## src/rtl/mem_arb_pkg.sv

```systemverilog
// Shared constants and types for the I/D syncram arbiter.
package mem_arb_pkg;

  localparam logic [1:0] ST_INIT = 2'd0;
  localparam logic [1:0] ST_IDLE = 2'd1;
  localparam logic [1:0] ST_CMD  = 2'd2;
  localparam logic [1:0] ST_RESP = 2'd3;

  localparam logic PORT_I = 1'b0;
  localparam logic PORT_D = 1'b1;

  // Grant, command and response: one access every NUM_PHASES cycles at best.
  localparam int NUM_PHASES = 3;

  typedef struct packed {
    logic        owner;
    logic        we;
    logic [31:0] addr;
    logic [31:0] wdata;
  } txn_t;

endpackage

```

## src/rtl/mem_arb_pick.sv

```systemverilog
// Combinational winner selection: round-robin, or D priority with a bounded
// number of consecutive I losses.
module mem_arb_pick
  import mem_arb_pkg::*;
#(
  parameter int DATA_PRIO = 0,
  parameter int MAX_STALL = 3
) (
  input  logic       i_req,
  input  logic       d_req,
  input  logic       last_winner,
  input  logic [3:0] stall_cnt,
  output logic       grant_valid,
  output logic       winner
);

  always_comb begin
    // NOTE: every output gets a default first so no path can infer a latch.
    grant_valid = i_req | d_req;
    winner      = PORT_I;
    if (DATA_PRIO != 0) begin
      if (d_req && !(i_req && (stall_cnt == 4'(MAX_STALL)))) winner = PORT_D;
    end else if (i_req && d_req) begin
      winner = ~last_winner;
    end else if (d_req) begin
      winner = PORT_D;
    end
  end

endmodule

```

## src/rtl/mem_arbiter.sv

```systemverilog
// Shares one single-port syncram between instruction fetch (I) and load/store
// (D) using a fixed grant -> command -> response sequence per access.
module mem_arbiter
  import mem_arb_pkg::*;
#(
  parameter int DATA_PRIO   = 0,
  parameter int MAX_STALL   = 3,
  parameter int INIT_CYCLES = 2
) (
  input  logic        clk,
  input  logic        rst_n,
  input  logic        i_req,
  input  logic [31:0] i_addr,
  output logic        i_gnt,
  output logic        i_done,
  output logic [31:0] i_rdata,
  input  logic        d_req,
  input  logic        d_we,
  input  logic [31:0] d_addr,
  input  logic [31:0] d_wdata,
  output logic        d_gnt,
  output logic        d_done,
  output logic [31:0] d_rdata,
  output logic        ram_cs,
  output logic        ram_oe,
  output logic        ram_we,
  output logic [31:0] ram_addr,
  output logic [31:0] ram_din,
  input  logic [31:0] ram_dout
);

  logic [1:0] state_q, state_d;
  logic [3:0] init_cnt_q, init_cnt_d;
  logic [3:0] stall_cnt_q, stall_cnt_d;
  logic       last_winner_q, last_winner_d;
  txn_t       txn_q, txn_d;
  logic       grant_valid;
  logic       winner;
  logic       grant;

  mem_arb_pick #(
    .DATA_PRIO(DATA_PRIO),
    .MAX_STALL(MAX_STALL)
  ) u_pick (
    .i_req      (i_req),
    .d_req      (d_req),
    .last_winner(last_winner_q),
    .stall_cnt  (stall_cnt_q),
    .grant_valid(grant_valid),
    .winner     (winner)
  );

  assign grant = (state_q == ST_IDLE) && grant_valid;

  always_comb begin
    state_d       = state_q;
    init_cnt_d    = init_cnt_q;
    stall_cnt_d   = stall_cnt_q;
    last_winner_d = last_winner_q;
    txn_d         = txn_q;
    case (state_q)
      ST_INIT: begin
        if (init_cnt_q == 4'(INIT_CYCLES - 1)) begin
          state_d    = ST_IDLE;
          init_cnt_d = '0;
        end else begin
          init_cnt_d = init_cnt_q + 4'd1;
        end
      end
      ST_IDLE: begin
        // I losing while requesting is the only way the stall count grows.
        if (!i_req || (grant && (winner == PORT_I))) begin
          stall_cnt_d = '0;
        end else if (stall_cnt_q != 4'(MAX_STALL)) begin
          stall_cnt_d = stall_cnt_q + 4'd1;
        end
        if (grant) begin
          last_winner_d = winner;
          txn_d.owner   = winner;
          txn_d.we      = (winner == PORT_D) && d_we;
          txn_d.addr    = (winner == PORT_D) ? d_addr : i_addr;
          txn_d.wdata   = d_wdata;
          state_d       = ST_CMD;
        end
      end
      ST_CMD:  state_d = ST_RESP;
      default: state_d = ST_IDLE;
    endcase
  end

  // NOTE: sequential state uses non-blocking assignments so every flop samples pre-edge values.
  always_ff @(posedge clk or negedge rst_n) begin
    if (!rst_n) begin
      state_q       <= ST_INIT;
      init_cnt_q    <= '0;
      stall_cnt_q   <= '0;
      last_winner_q <= PORT_I;
      txn_q         <= '0;
    end else begin
      state_q       <= state_d;
      init_cnt_q    <= init_cnt_d;
      stall_cnt_q   <= stall_cnt_d;
      last_winner_q <= last_winner_d;
      txn_q         <= txn_d;
    end
  end

  assign i_gnt    = grant && (winner == PORT_I);
  assign d_gnt    = grant && (winner == PORT_D);

  assign ram_cs   = (state_q == ST_CMD);
  assign ram_oe   = ram_cs && !txn_q.we;
  assign ram_we   = ram_cs && txn_q.we;
  assign ram_addr = ram_cs ? txn_q.addr : '0;
  assign ram_din  = ram_we ? txn_q.wdata : '0;

  // The memory registers its read data on the command edge, so it is simply
  // steered to the owner during the response cycle.
  assign i_done   = (state_q == ST_RESP) && (txn_q.owner == PORT_I);
  assign d_done   = (state_q == ST_RESP) && (txn_q.owner == PORT_D);
  assign i_rdata  = i_done ? ram_dout : '0;
  assign d_rdata  = (d_done && !txn_q.we) ? ram_dout : '0;

endmodule

```

## config.mk

```make
export PLATFORM = sky130hd
export DESIGN_NAME = mem_arbiter
export DESIGN_NICKNAME = d
export VERILOG_FILES = /design/src/rtl/mem_arb_pkg.sv /design/src/rtl/mem_arb_pick.sv /design/src/rtl/mem_arbiter.sv
export SDC_FILE = /design/constraint.sdc
export NUM_CORES = 1
export LEC_CHECK = 0
export CAP_MARGIN = 20
export CORE_UTILIZATION = 36
export DETAILED_ROUTE_END_ITERATION = 16
export GPL_ROUTABILITY_DRIVEN = 1
export PLACE_DENSITY = 0.82
export SLEW_MARGIN = 20
export SYNTH_ARGS = -nofsm -noshare
export SYNTH_HDL_FRONTEND = slang
export SYNTH_SLANG_ARGS = --single-unit
```

## constraint.sdc

```tcl
create_clock -name clk -period 1.9 [get_ports clk]
set_clock_uncertainty 0.1 [all_clocks]
set_input_delay 0.38 -clock clk [delete_from_list [all_inputs] [get_ports clk]]
set_output_delay 0.38 -clock clk [all_outputs]
set_load 0.01 [all_outputs]
```

==> qor.yml, run 1 <==
timing.hold.ws_ns: 0.396
netlist_area_sq_mm: 0.00385
overflow: 0
avgSynthCellArea_sq_um: 10.7
outcome: "complete, but fails checks"
drt_iter0_drc: 166
drt_first_pass_iters: 6
vdd_drop_max_uv: 660
violations: "negative setup slack"
ys_ff_latch: 72
synth_top_family_by_area: "simple AND/OR/NAND/NOR gates"
synth_edf_count: 0
cts.sinks: 72
finalCritPeriodShare_pct: 119
core-area_sq_mm: 0.0104
drive_gt1_share_pct: 45.0
worstPathCellList: "ha_2 -> and2_4 -> nor2b_4 -> buf_4 -> buf_6 -> and2_1 -> buf_2"
die_h_um: 105
path_class: "reg -> out"
setup.worst_path.end_class: "output port"
layout.cells.non_filler: 801
routed_wl_um: 14700
worst_ep_arrival_time_ns: 1.78
r2r-start: "state_q[0]$_DFFE_PN0P_"
p_per_area_mw_per_mm2: 1300
clkLatencyLatePin_ns: 0.34
die_width_um: 105
worstPathMaxFanout: 4
rsz0062_at_grt: "true"
synthArstFlopShare_pct: 100
grt_pass1_vias: 4117
wire_per_inst_um: 18.4
worst_slack_ns: -0.358
clock_path_buffers: 2
numCtsBuffers: 9
syn2layout_area_growth_pct: 94.9
viasPerCell: 4.98
slew_headroom_pct: 74.2
max_stage_delay_ns: 0.38
final_util_pct: 72.4
max_freq_ghz: 0.443
yosys_warnings: 0
required_ns: 1.42
power_w: 0.00975
numPlacedInstances: 758
std_cell_rows: 37
start_kind: "register"
via_count: 3985
ios: 268
synth_compound_area_share_pct: 9.87
period_minus_slack_ns: 2.26
antenna_found_initial: 1
synth_xor_area_share_pct: 0.682
die_area_sq_mm: 0.0111
muxShareOfSynthArea_pct: 9.90
netlist_instances: 359
cts_tree: "done"
ys_seq_area_share_pct: 46.7
maxCapViolCount: 0
synth_simple_gate_area_share_pct: 27.8
grt_pass1_wl_um: 21400
gp_congestion: 0.992
track_usage_pct: 25.0
fin_nets: 797
cp_slowest_cell: "dfrtp_1"
tightest_slew_ns: 0.387
start_util_pct: 37.2
r2r_slack_ns: 0.01
setup_viol: 134
hold_path.class: "in -> async"
path_clk_slew_ns: 0.07
ant_nets: 0
drcViolationCount: 0
reg2regPathDepth: 7
yosys_most_used_dff: "dfrtp_1"
synth_cell_type_count: 28
yosys.area_share.adder_pct: 1.62
hpwl_um: 9630
io_buffers: 267
p_leak_nw: 3.59
worstReg2RegEnd: "txn_q[2]$_DFFE_PN0P_"
synth_fp_nets: 497
htreeDepth: 3
hold_viol: 0
place_ws_ns: -0.308
grt_max_degree: 35
finalMaxSlewViolations: 0
cts-root-buf: "clkbuf_8"
-- what timing repair did --
action	4_1_cts	5_1_grt
hold buffers	1	0
setup endpoints to repair	135	134
pin swaps	51	8
resized for setup	595	76
setup buffers	6	7
gates cloned	9	5
hold endpoints to repair	23	0
-- critical path: cells and delay by family (launching register included) --
family | cells | cell delay [ns]
and+or+nand+nor | 3 | 0.48
adders and majority gates | 1 | 0.19
buffers and inverters | 3 | 0.39
DFF | 1 | 0.38
-- kinds of logic after synthesis --
| logic type | after synthesis |
|---|---|
| fa+ha+maj | 5 |
| flops | 72 |
| xor+xnor | 3 |
| buf+inv | 32 |
| compound gates | 40 |
| simple gates | 173 |
| mux | 34 |
-- flip-flops by register name, summed over array words and instances, names as in the netlist --
| signal | count |
|---|---|
| init_cnt_q | 4 |
| state_q | 2 |
| txn_q | 66 |
-- through the flow --
stage          setup TNS, ns  cell area (sq um)
2_1_floorplan              0               3850
3_3_place_gp          -29.09               6870
3_5_place_dp          -32.22               6870
4_1_cts               -30.99               7080
5_1_grt               -46.48               7510
6_report              -36.88               7510
-- cells in the final DEF (no fill, tap or decap), types with 2 or more instances in the layout --
| master | instances |
|---|---|
| buf_16 | 3 |
| ha_1 | 2 |
| mux2_4 | 2 |
| clkbuf_1 | 2 |
| xnor2_1 | 2 |
| and2_0 | 9 |
| inv_1 | 2 |
| a221o_1 | 32 |
| and2_4 | 57 |
| mux2_2 | 30 |
| buf_6 | 65 |
| a21oi_2 | 2 |
| dfrtp_1 | 72 |
| clkdlybuf4s50_1 | 131 |
| buf_8 | 4 |
| buf_4 | 25 |
| and2_1 | 64 |
| buf_12 | 9 |
| clkbuf_8 | 11 |
| clkdlybuf4s15_2 | 24 |
| nor2b_4 | 2 |
| buf_2 | 52 |
| ha_4 | 2 |
| clkbuf_16 | 4 |
| clkinv_2 | 2 |
| and3_1 | 32 |
| nand2_1 | 4 |
-- synthesized netlist by cell type (2+ instances only) --
cell      number  area (sq um)
ha_1           5          62.6
mux2_2        32           360
a221o_1       32           320
dfrtp_1       72          1800
and3_1        32           200
nand2_1        4          15.0
clkbuf_1      21          78.8
and2_1       121           757
buf_2          8          40.0
and2_0         9          56.3
nor2b_1        3          18.8
inv_1          3          11.3
xnor2_1        2          17.5
-- worst max-delay path by stage --
stage	start	end	slack [ns]	depth (start not counted)
global route	state_q[0]$_DFFE_PN0P_	d_rdata[17]	-0.43	7
global placement	d_req	d_gnt	-0.32	4
detailed placement	d_req	d_gnt	-0.31	4
finish	state_q[0]$_DFFE_PN0P_	d_rdata[17]	-0.36	7
CTS	state_q[0]$_DFFE_PN0P_	d_rdata[4]	-0.33	7
floorplan	state_q[0]$_DFFE_PN0P_	ram_oe	0.007	5
-- layer usage --
metal | global-route usage (%) | vias to the layer above | part of all wire, %
li1 | - | 1838 | -
met1 | 25.7 | 1927 | 36
met2 | 47.5 | 185 | 54
met3 | 5.44 | 35 | 6.4
met4 | 11.9 | 0 | 3.5
met5 | 0 | - | 0
-- power by group --
part	internal (W)	switching, W
clock	0.000675	0.000544
sequential	0.00227	0.000341
combinational	0.00353	0.00238
total	0.00648	0.00327
-- layout make-up --
cell class / count / area (sq um)
repair buffers: 318 / 3190
clock inverters: 3 / 40.0
diodes: 1 / 2.50
clock buffers: 13 / 159
fillers: 751 / 2860
inverters: 3 / 13.8
multi-input cells: 255 / 2130
flip-flops and latches: 72 / 1800
well taps: 136 / 170
No activity file was read; power rests on OpenSTA's default activity.
==> inputs of run 2 (changes only) <==
- ABC_CLOCK_PERIOD_IN_PS: default -> 1900
- REMOVE_ABC_BUFFERS: default -> 1
==> qor.yml, run 2 (synthesis gave the netlist of run 1 again) <==
violations: "negative setup slack"
worstPathMaxFanout: 5
outcome: "complete, but fails checks"
drt_first_pass_iters: 4
grt_max_degree: 36
worst_ep_arrival_time_ns: 1.76
drcViolationCount: 0
vdd_drop_max_uv: 723
reg2regPathDepth: 7
routed_wl_um: 15300
hold_viol: 0
via_count: 4105
max_freq_ghz: 0.447
numPlacedInstances: 757
r2r_slack_ns: 0.04
overflow: 0
reg_top3: "txn_q x66, init_cnt_q x4, state_q x2"
setup_viol: 133
largest-register: "txn_q"
largest_reg_flops: 66
layout.cells.non_filler: 804
clock_path_buffers: 2
place_ws_ns: -0.393
grt_busiest_layer: "met2"
core-area_sq_mm: 0.0104
die_h_um: 105
htreeDepth: 3
p_per_area_mw_per_mm2: 1330
cts-root-buf: "clkbuf_8"
grt_pass1_vias: 4063
gp_congestion: 0.784
rsz0062_at_grt: "true"
finalCritPeriodShare_pct: 118
path_clk_slew_ns: 0.08
hold_path.class: "in -> async"
start_kind: "register"
timing.hold.ws_ns: 0.406
p_leak_nw: 3.70
ant_nets: 0
drt_iter0_drc: 185
final_common_cell: "buf_6"
track_usage_pct: 24.9
path_class: "reg -> out"
antenna_found_initial: 0
grt_pass1_wl_um: 21200
met2_usage_pct: 45.4
fin_nets: 801
viasPerCell: 5.11
r2r-start: "state_q[0]$_DFFE_PN0P_"
grt_use_met3_pct: 6.25
final_util_pct: 77.4
die_width_um: 105
cts_tree: "done"
wire_per_inst_um: 19.0
met1_usage_pct: 27.3
start_util_pct: 37.2
syn2layout_area_growth_pct: 108
clkLatencyLatePin_ns: 0.35
slew_headroom_pct: 71.3
tightest_slew_ns: 0.430
cts.sinks: 72
io_buffers: 267
drive_gt1_share_pct: 54.2
antennaDiodeCount: 0
numCtsBuffers: 9
maxCapViolCount: 0
required_ns: 1.42
ios: 268
final_cell_mix: "136 x buf_6, 131 x clkdlybuf4s50_1, 87 x and2_4"
period_minus_slack_ns: 2.24
std_cell_rows: 37
fillers: 667
worst_slack_ns: -0.337
finalMaxSlewViolations: 0
setup.worst_path.end_class: "output port"
hpwl_um: 9490
worstReg2RegEnd: "txn_q[22]$_DFFE_PN0P_"
die_area_sq_mm: 0.0111
run 2: how the worst max path moves through the flow:
stage,from,endpoint,slack [ns],cells past startpoint
floorplan,d_req,txn_q[0]$_DFFE_PN0P_,-1.34,2
global route,state_q[0]$_DFFE_PN0P_,d_rdata[16],-0.39,7
global placement,i_req,i_gnt,-0.39,4
finish,state_q[0]$_DFFE_PN0P_,d_rdata[16],-0.34,7
CTS,state_q[1]$_DFFE_PN0P_,d_rdata[14],-0.32,7
detailed placement,d_req,i_gnt,-0.39,4
run 2: repair_timing:
item                                   4_1_cts  5_1_grt
resized for setup                          624      205
cloned                                       9        4
hold buffers                                 1        0
pin swaps                                   43       36
setup endpoints to repair                  135      166
endpoints found under the hold margin       31        0
setup buffers                               11       12
run 2: layout make-up:
type / count / area (sq um) / share of cell area [%]
timing repair buffer: 322 / 3440 / 42.8
multi-input combinational: 255 / 2330 / 29.1
sequential: 72 / 1800 / 22.4
tap: 136 / 170 / 2.12
clock buffer: 11 / 141 / 1.76
clock inverter: 5 / 128 / 1.59
inverter: 3 / 16.3 / 0.203
run 2: layer usage:
metal,vias up,share of wire (%)
met4,0,3.1
met5,-,0
met3,37,6.6
li1,1849,-
met1,2009,38
met2,210,52
run 2: critical path: stages (launching register included):
cell,delay [ns]
dfrtp_1,0.40
ha_2,0.20
and2_4,0.16
nor2b_4,0.13
buf_6,0.13
buf_6,0.12
and2_1,0.13
buf_2,0.13
run 2: report_power, final:
group	internal, W	leakage, nW	switching [W]	total, W
combinational	0.00387	2.70	0.00251	0.00638
clock	0.00104	0.130	0.000581	0.00162
sequential	0.00228	0.873	0.000420	0.00270
total	0.00719	3.70	0.00352	0.0107
run 2: through the flow:
stage	cell area, sq um	total power (W)	setup TNS (ns)
detailed placement	6840	0.00737	-38.55
floorplan	3740	0.00489	-118.25
CTS	7150	0.00951	-30.90
global placement	6840	0.00720	-34.01
global route	8030	0.0113	-38.47
finish	8030	0.0107	-30.68
==> inputs of run 3 (changes only) <==
- CTS_CLUSTER_DIAMETER: default -> 100
==> results of run 3 <==
Final layout, timing and power as in run 2 (identical DEF).
